===== src/rtl/control_sequencer.sv =====
// control_sequencer: hardwired Moore control unit for the Mini SRC datapath.
// Ports: clock/clear (async active-low), ir/ConFFQ in, datapath strobes, ALU selects and run out.
module control_sequencer #(
  parameter bit HALT_ON_ILLEGAL = 1'b0
) (
  input  logic        clock,
  input  logic        clear,
  input  logic [31:0] ir,
  input  logic        ConFFQ,
  output logic        PCout,
  output logic        PCin,
  output logic        IncPC,
  output logic        MARin,
  output logic        MDRin,
  output logic        MDRout,
  output logic        MDMuxread,
  output logic        RAMread,
  output logic        RAMwrite,
  output logic        IRin,
  output logic        Yin,
  output logic        Zlowin,
  output logic        Zhighin,
  output logic        Zlowout,
  output logic        Zhighout,
  output logic        HIin,
  output logic        HIout,
  output logic        LOin,
  output logic        LOout,
  output logic        Gra,
  output logic        Grb,
  output logic        Grc,
  output logic        Rin,
  output logic        Rout,
  output logic        BAout,
  output logic        CSEout,
  output logic        CONin,
  output logic        InPortout,
  output logic        OutPortin,
  output logic        ADD,
  output logic        SUB,
  output logic        AND,
  output logic        OR,
  output logic        SHR,
  output logic        SHRA,
  output logic        SHL,
  output logic        ROR,
  output logic        ROL,
  output logic        MUL,
  output logic        DIV,
  output logic        NEG,
  output logic        NOT,
  output logic        run
);

  typedef enum logic [3:0] {
    RST, T0, T1, T2, T3, T4, T5, T6, T7, HALT
  } state_t;

  state_t state;
  state_t state_n;

  logic [4:0] opc;
  logic       ir_unused;
  logic       is_ld;
  logic       is_ldi;
  logic       is_st;
  logic       is_rtype;
  logic       is_imm;
  logic       is_md;
  logic       is_un;
  logic       is_br;
  logic       is_jr;
  logic       is_jal;
  logic       is_in;
  logic       is_out;
  logic       is_mfhi;
  logic       is_mflo;
  logic       is_illegal;
  logic       is_halt;
  logic [2:0] last;

  assign opc       = ir[31:27];
  assign ir_unused = ^ir[26:0];

  assign is_ld      = opc == 5'd0;
  assign is_ldi     = opc == 5'd1;
  assign is_st      = opc == 5'd2;
  assign is_rtype   = (opc >= 5'd3) && (opc <= 5'd11);
  assign is_imm     = (opc >= 5'd12) && (opc <= 5'd14);
  assign is_md      = (opc == 5'd15) || (opc == 5'd16);
  assign is_un      = (opc == 5'd17) || (opc == 5'd18);
  assign is_br      = opc == 5'd19;
  assign is_jr      = opc == 5'd20;
  assign is_jal     = opc == 5'd21;
  assign is_in      = opc == 5'd22;
  assign is_out     = opc == 5'd23;
  assign is_mfhi    = opc == 5'd24;
  assign is_mflo    = opc == 5'd25;
  assign is_illegal = opc[4:2] == 3'b111;
  assign is_halt    = (opc == 5'd27)
                   || (is_illegal && HALT_ON_ILLEGAL);

  // Final T-step of the execute phase for the decoded opcode.
  always_comb begin
    last = 3'd3;
    if (is_ld || is_st)
      last = 3'd7;
    else if (is_md || is_br)
      last = 3'd6;
    else if (is_rtype || is_imm || is_ldi)
      last = 3'd5;
    else if (is_un || is_jal)
      last = 3'd4;
  end

  always_ff @(posedge clock or negedge clear) begin
    if (!clear)
      state <= RST;
    else
      state <= state_n;
  end

  always_comb begin
    state_n = state;
    unique case (state)
      RST:  state_n = T0;
      T0:   state_n = T1;
      T1:   state_n = T2;
      T2:   state_n = T3;
      T3: begin
        if (is_halt)
          state_n = HALT;
        else if (last == 3'd3)
          state_n = T0;
        else
          state_n = T4;
      end
      T4:   state_n = (last == 3'd4) ? T0 : T5;
      T5:   state_n = (last == 3'd5) ? T0 : T6;
      T6:   state_n = (last == 3'd6) ? T0 : T7;
      T7:   state_n = T0;
      HALT: state_n = HALT;
      default: state_n = RST;
    endcase
  end

  assign run = (state != RST) && (state != HALT);

  always_comb begin
    PCout     = 1'b0;
    PCin      = 1'b0;
    IncPC     = 1'b0;
    MARin     = 1'b0;
    MDRin     = 1'b0;
    MDRout    = 1'b0;
    MDMuxread = 1'b0;
    RAMread   = 1'b0;
    RAMwrite  = 1'b0;
    IRin      = 1'b0;
    Yin       = 1'b0;
    Zlowin    = 1'b0;
    Zhighin   = 1'b0;
    Zlowout   = 1'b0;
    Zhighout  = 1'b0;
    HIin      = 1'b0;
    HIout     = 1'b0;
    LOin      = 1'b0;
    LOout     = 1'b0;
    Gra       = 1'b0;
    Grb       = 1'b0;
    Grc       = 1'b0;
    Rin       = 1'b0;
    Rout      = 1'b0;
    BAout     = 1'b0;
    CSEout    = 1'b0;
    CONin     = 1'b0;
    InPortout = 1'b0;
    OutPortin = 1'b0;
    ADD       = 1'b0;
    SUB       = 1'b0;
    AND       = 1'b0;
    OR        = 1'b0;
    SHR       = 1'b0;
    SHRA      = 1'b0;
    SHL       = 1'b0;
    ROR       = 1'b0;
    ROL       = 1'b0;
    MUL       = 1'b0;
    DIV       = 1'b0;
    NEG       = 1'b0;
    NOT       = 1'b0;
    unique case (state)
      T0: begin
        PCout  = 1'b1;
        MARin  = 1'b1;
        IncPC  = 1'b1;
        Zlowin = 1'b1;
      end
      T1: begin
        Zlowout   = 1'b1;
        PCin      = 1'b1;
        MDMuxread = 1'b1;
        RAMread   = 1'b1;
        MDRin     = 1'b1;
      end
      T2: begin
        MDRout = 1'b1;
        IRin   = 1'b1;
      end
      T3: begin
        unique case (1'b1)
          is_rtype | is_imm: begin
            Grb  = 1'b1;
            Rout = 1'b1;
            Yin  = 1'b1;
          end
          is_ld | is_ldi | is_st: begin
            Grb   = 1'b1;
            BAout = 1'b1;
            Yin   = 1'b1;
          end
          is_md: begin
            Gra  = 1'b1;
            Rout = 1'b1;
            Yin  = 1'b1;
          end
          is_un: begin
            Grb    = 1'b1;
            Rout   = 1'b1;
            Zlowin = 1'b1;
            NEG    = opc == 5'd17;
            NOT    = opc == 5'd18;
          end
          is_br: begin
            Gra   = 1'b1;
            Rout  = 1'b1;
            CONin = 1'b1;
          end
          is_jr: begin
            Gra  = 1'b1;
            Rout = 1'b1;
            PCin = 1'b1;
          end
          is_jal: begin
            PCout = 1'b1;
            Grb   = 1'b1;
            Rin   = 1'b1;
          end
          is_in: begin
            InPortout = 1'b1;
            Gra       = 1'b1;
            Rin       = 1'b1;
          end
          is_out: begin
            Gra       = 1'b1;
            Rout      = 1'b1;
            OutPortin = 1'b1;
          end
          is_mfhi: begin
            HIout = 1'b1;
            Gra   = 1'b1;
            Rin   = 1'b1;
          end
          is_mflo: begin
            LOout = 1'b1;
            Gra   = 1'b1;
            Rin   = 1'b1;
          end
          default: ;
        endcase
      end
      T4: begin
        unique case (1'b1)
          is_rtype: begin
            Grc    = 1'b1;
            Rout   = 1'b1;
            Zlowin = 1'b1;
            ADD    = opc == 5'd3;
            SUB    = opc == 5'd4;
            AND    = opc == 5'd5;
            OR     = opc == 5'd6;
            ROR    = opc == 5'd7;
            ROL    = opc == 5'd8;
            SHR    = opc == 5'd9;
            SHRA   = opc == 5'd10;
            SHL    = opc == 5'd11;
          end
          is_imm: begin
            CSEout = 1'b1;
            Zlowin = 1'b1;
            ADD    = opc == 5'd12;
            AND    = opc == 5'd13;
            OR     = opc == 5'd14;
          end
          is_ld | is_ldi | is_st: begin
            CSEout = 1'b1;
            ADD    = 1'b1;
            Zlowin = 1'b1;
          end
          is_md: begin
            Grb     = 1'b1;
            Rout    = 1'b1;
            Zlowin  = 1'b1;
            Zhighin = 1'b1;
            DIV     = opc == 5'd15;
            MUL     = opc == 5'd16;
          end
          is_un: begin
            Zlowout = 1'b1;
            Gra     = 1'b1;
            Rin     = 1'b1;
          end
          is_br: begin
            PCout = 1'b1;
            Yin   = 1'b1;
          end
          is_jal: begin
            Gra  = 1'b1;
            Rout = 1'b1;
            PCin = 1'b1;
          end
          default: ;
        endcase
      end
      T5: begin
        unique case (1'b1)
          is_rtype | is_imm | is_ldi: begin
            Zlowout = 1'b1;
            Gra     = 1'b1;
            Rin     = 1'b1;
          end
          is_ld | is_st: begin
            Zlowout = 1'b1;
            MARin   = 1'b1;
          end
          is_md: begin
            Zlowout = 1'b1;
            LOin    = 1'b1;
          end
          is_br: begin
            CSEout = 1'b1;
            ADD    = 1'b1;
            Zlowin = 1'b1;
          end
          default: ;
        endcase
      end
      T6: begin
        unique case (1'b1)
          is_ld: begin
            MDMuxread = 1'b1;
            RAMread   = 1'b1;
            MDRin     = 1'b1;
          end
          // MDMuxread stays low so MDR latches the bus.
          is_st: begin
            Gra   = 1'b1;
            Rout  = 1'b1;
            MDRin = 1'b1;
          end
          is_md: begin
            Zhighout = 1'b1;
            HIin     = 1'b1;
          end
          is_br: begin
            Zlowout = 1'b1;
            PCin    = ConFFQ;
          end
          default: ;
        endcase
      end
      T7: begin
        unique case (1'b1)
          is_ld: begin
            MDRout = 1'b1;
            Gra    = 1'b1;
            Rin    = 1'b1;
          end
          is_st: RAMwrite = 1'b1;
          default: ;
        endcase
      end
      default: ;
    endcase
  end

endmodule


===== config.mk =====
export PLATFORM = sky130hd
export DESIGN_NAME = control_sequencer
export DESIGN_NICKNAME = d
export VERILOG_FILES = /design/src/rtl/control_sequencer.sv
export SDC_FILE = /design/constraint.sdc
export NUM_CORES = 1
export LEC_CHECK = 0
export CAP_MARGIN = 20
export CORE_MARGIN = 3
export CORE_UTILIZATION = 39
export CTS_BUF_LIST = sky130_fd_sc_hd__clkbuf_4
export CTS_CLUSTER_DIAMETER = 150
export CTS_CLUSTER_SIZE = 12
export DETAILED_ROUTE_END_ITERATION = 8
export PLACE_DENSITY = 0.88
export SYNTH_ARGS = -nofsm -noshare
export SYNTH_HDL_FRONTEND = slang
export SYNTH_SLANG_ARGS = --single-unit
export TNS_END_PERCENT = 10

===== constraint.sdc =====
create_clock -name clock -period 2.5 [get_ports clock]
set_clock_uncertainty 0.15 [all_clocks]
set_input_delay 0.375 -clock clock [delete_from_list [all_inputs] [get_ports clock]]
set_output_delay 0.375 -clock clock [all_outputs]
set_load 0.02 [all_outputs]

==> results.yml <==
run_status:
  status: "finished clean"
final_layout:
  instances_no_fill: 283
  num-nets-final: 290
  n_antenna_cell: 0
  largest_reg_flops: 4
  drive_gt1_share_pct: 45.8
  regMostFlops: "state"
  final_area_sq_um: 1960
  finalCoreUtilization_pct: 75.7
  top_regs: "state: 4 flops"
  areaGrowthSynthToFinish_pct: 76.1
setup_path:
  path_delay_family: "buffers and inverters"
  crit_type: "in -> out"
  worstPathRequired_ps: 1980
  crit_path_end_kind: "primary output"
  crit_path_max_incr_delay_ps: 510
  r2r-end: "state[2]"
  worst_setup_path_start_kind: "input pin"
  r2r_slack_ps: 940
  reg2regPathDepth: 3
  r2r_start: "state[0]"
  cpMaxStageDelayCell: "clkdlybuf4s50_1"
  crit_buf_inv: 3
  worstPathMaxFanout: 12
  cp_cell_sequence: "clkdlybuf4s50_1 -> buf_6 -> nand2_1 -> nor4_1 -> clkdlybuf4s15_1"
  cp_data_arrival_time_ps: 1950
synthesis:
  yosysSeqAreaShare_pct: 8.99
  synthMuxAreaShare_pct: 0.899
  synth_edf_count: 0
  synthCells: 167
  yosys.area_share.simple_pct: 47.9
  synth_cell_types: 56
  synthAdderAreaFrac_pct: 0
  synth_top_family_by_area: "simple AND/OR/NAND/NOR gates"
  syn-num-nets: 202
  synthFlopType: "dfrtp_1"
  netlist_area_sq_um: 1110
  synth.area.top_cells: "dfrtp_1 9.0%, nor2_1 7.4%, a21oi_1 6.3%, nor3_1 5.8%, buf_2 4.5%"
  ys_ff_latch: 4
  synth-xor-area-share_pct: 1.57
  synth.top_cell.area_share_pct: 8.99
  synth_compound_area_share_pct: 29.4
  avgSynthCellArea_sq_um: 6.67
  synth.largest_area_cell: "dfrtp_1"
  synth_warnings: 0
  synth_async_sr_flop_share_pct: 100
power:
  p_leak_nw: 0.913
  p_per_area_nw_per_um2: 694
  power.total_mw: 1.36
  ir_drop_uv: 715
floorplanning:
  rows: 18
  core_area_sq_um: 2590
  dieArea_sq_um: 3530
  ioPinCount: 78
  floorplan.die.height_microns: 59.4
  start_util_pct: 43.0
  die-width_microns: 59.4
placement:
  place_congestion: 1.03
  dp_cells: 278
  dp_hpwl_microns: 3470
  placed_area_sq_um: 1930
  io_buffers: 50
clocking:
  cts.htree.levels: 1
  path_clk_slew_ps: 50
  cts_tree: "yes"
  clk_latency_ps: 260
  postCtsHoldBufs: 0
  cts_root_buf: "clkbuf_4"
  cts_num_sinks: 4
  cts_made_buffers: 3
  clockBufferDepth: 2
routing:
  wl_per_cell_microns: 18.0
  ant_nets: 0
  drt_iter0_markers: 181
  drc: 0
  vias: 1748
  drt-total-wl_microns: 5100
  viasPerCell: 6.18
  drtPass1Iterations: 5
job:
  cap_violations: 0
grt:
  grt_pass1_wl_microns: 7500
  grt_pass1_vias: 1601
  grt_antenna_before_repair: 0
  gr-total-overflow: 0
  grt_max_degree: 17
  grt.total_usage_pct: 27.8
timing:
  worst_pin_slew_ps: 446
  whs_ps: 169
  period_needed_ps: 2480
  fin_crit_sh_pct: 99.0
  timing_hold_violations_final: 0
  slew_headroom_pct: 70.2
  rsz0062_at_grt: "true"
  final_max_slew_viol_count: 0
  finalSetupViolations: 0
  max_freq_mhz: 404
worst_hold_path:
  min_path_type: "in -> async"
## layer usage
metal | global-route usage (%) | part of all wire (%) | wire length, microns
met5 | 0 | 0 | 0
met3 | 3.92 | 10 | 524
met2 | 47.1 | 48 | 2440
met1 | 34.9 | 39 | 1980
met4 | 11.0 | 3.1 | 158
## Yosys cell counts, drive strengths merged, types with 3 or more instances
| cell | count |
|---|---|
| nor2 | 24 |
| nor3 | 18 |
| buf | 16 |
| a21oi | 15 |
| o21ai | 13 |
| nand2 | 10 |
| clkbuf | 4 |
| dfrtp | 4 |
| nor2b | 4 |
| or2 | 4 |
| a31oi | 3 |
| and2 | 3 |
| inv | 3 |
| nand2b | 3 |
| nand3b | 3 |
| o211ai | 3 |
## worst max path at each step
stage / start / to / slack (ps) / cells past startpoint
2_1_floorplan: ir[31] / Zhighout / 220 / 7
3_3_place_gp: ir[30] / Gra / -460 / 6
3_5_place_dp: ir[30] / Gra / -520 / 6
4_1_cts: ir[31] / Zhighout / -60 / 6
5_1_grt: state[0] / PCin / -90 / 6
6_report: ir[28] / RAMwrite / 20 / 5
## power breakdown
group	total, mW	internal, mW	switching [mW]	leakage, nW
clock network	0.0906	0.0544	0.0362	0.0138
logic	1.16	0.486	0.673	0.849
registers	0.111	0.0937	0.0170	0.0505
total	1.36	0.634	0.726	0.913
## logic make-up (layout without fill, tap and decap cells)
kind of cell              Yosys count  after routing
AOI/OAI and AO/OA                  51             51
xor gates and xnor gates            2              2
buffers and inverters              23            109
DFF                                 4              4
muxes                               1              1
and+or+nand+nor                    86             86
## placed cells by master, fill, tap and decap left out, drive strengths merged, types with 2 or more instances in the layout
cell	count
o221ai	2
xor2	2
nor2b	4
a31oi	3
nor3	18
inv	3
clkdlybuf4s15	5
dlygate4sd1	2
a21o	2
or2	4
nor4b	2
nand2b	3
a21oi	15
nand2	10
buf	69
dlygate4sd2	10
nor4	2
clkdlybuf4s50	5
dfrtp	4
and2	3
o22ai	2
or3	2
nand3b	3
or3b	2
clkbuf	13
o211ai	3
dlymetal6s2s	2
nor2	24
o21ai	13
## final cells by class
type | count | area (sq um)
multi-input combinational | 140 | 982
timing repair buffer | 103 | 807
fill | 196 | 629
sequential | 4 | 100
tap | 30 | 37.5
clock buffer | 3 | 22.5
inverter | 3 | 11.3
## timing repair
item                                    CTS  global route
endpoints found under the setup margin   42            38
setup buffers                             0             1
resized for setup                       109            56
pin swaps                                 2             7
gates cloned                              0             1
## per-stage QoR
stage	setup slack [ps]	TNS (ps)
after floorplan	225	0
after global placement	-462	-13500
after detailed placement	-517	-15100
after CTS	-58.3	-166
after global routing	-85.2	-216
final	24.6	0
No activity file was read; power rests on OpenSTA's default activity.
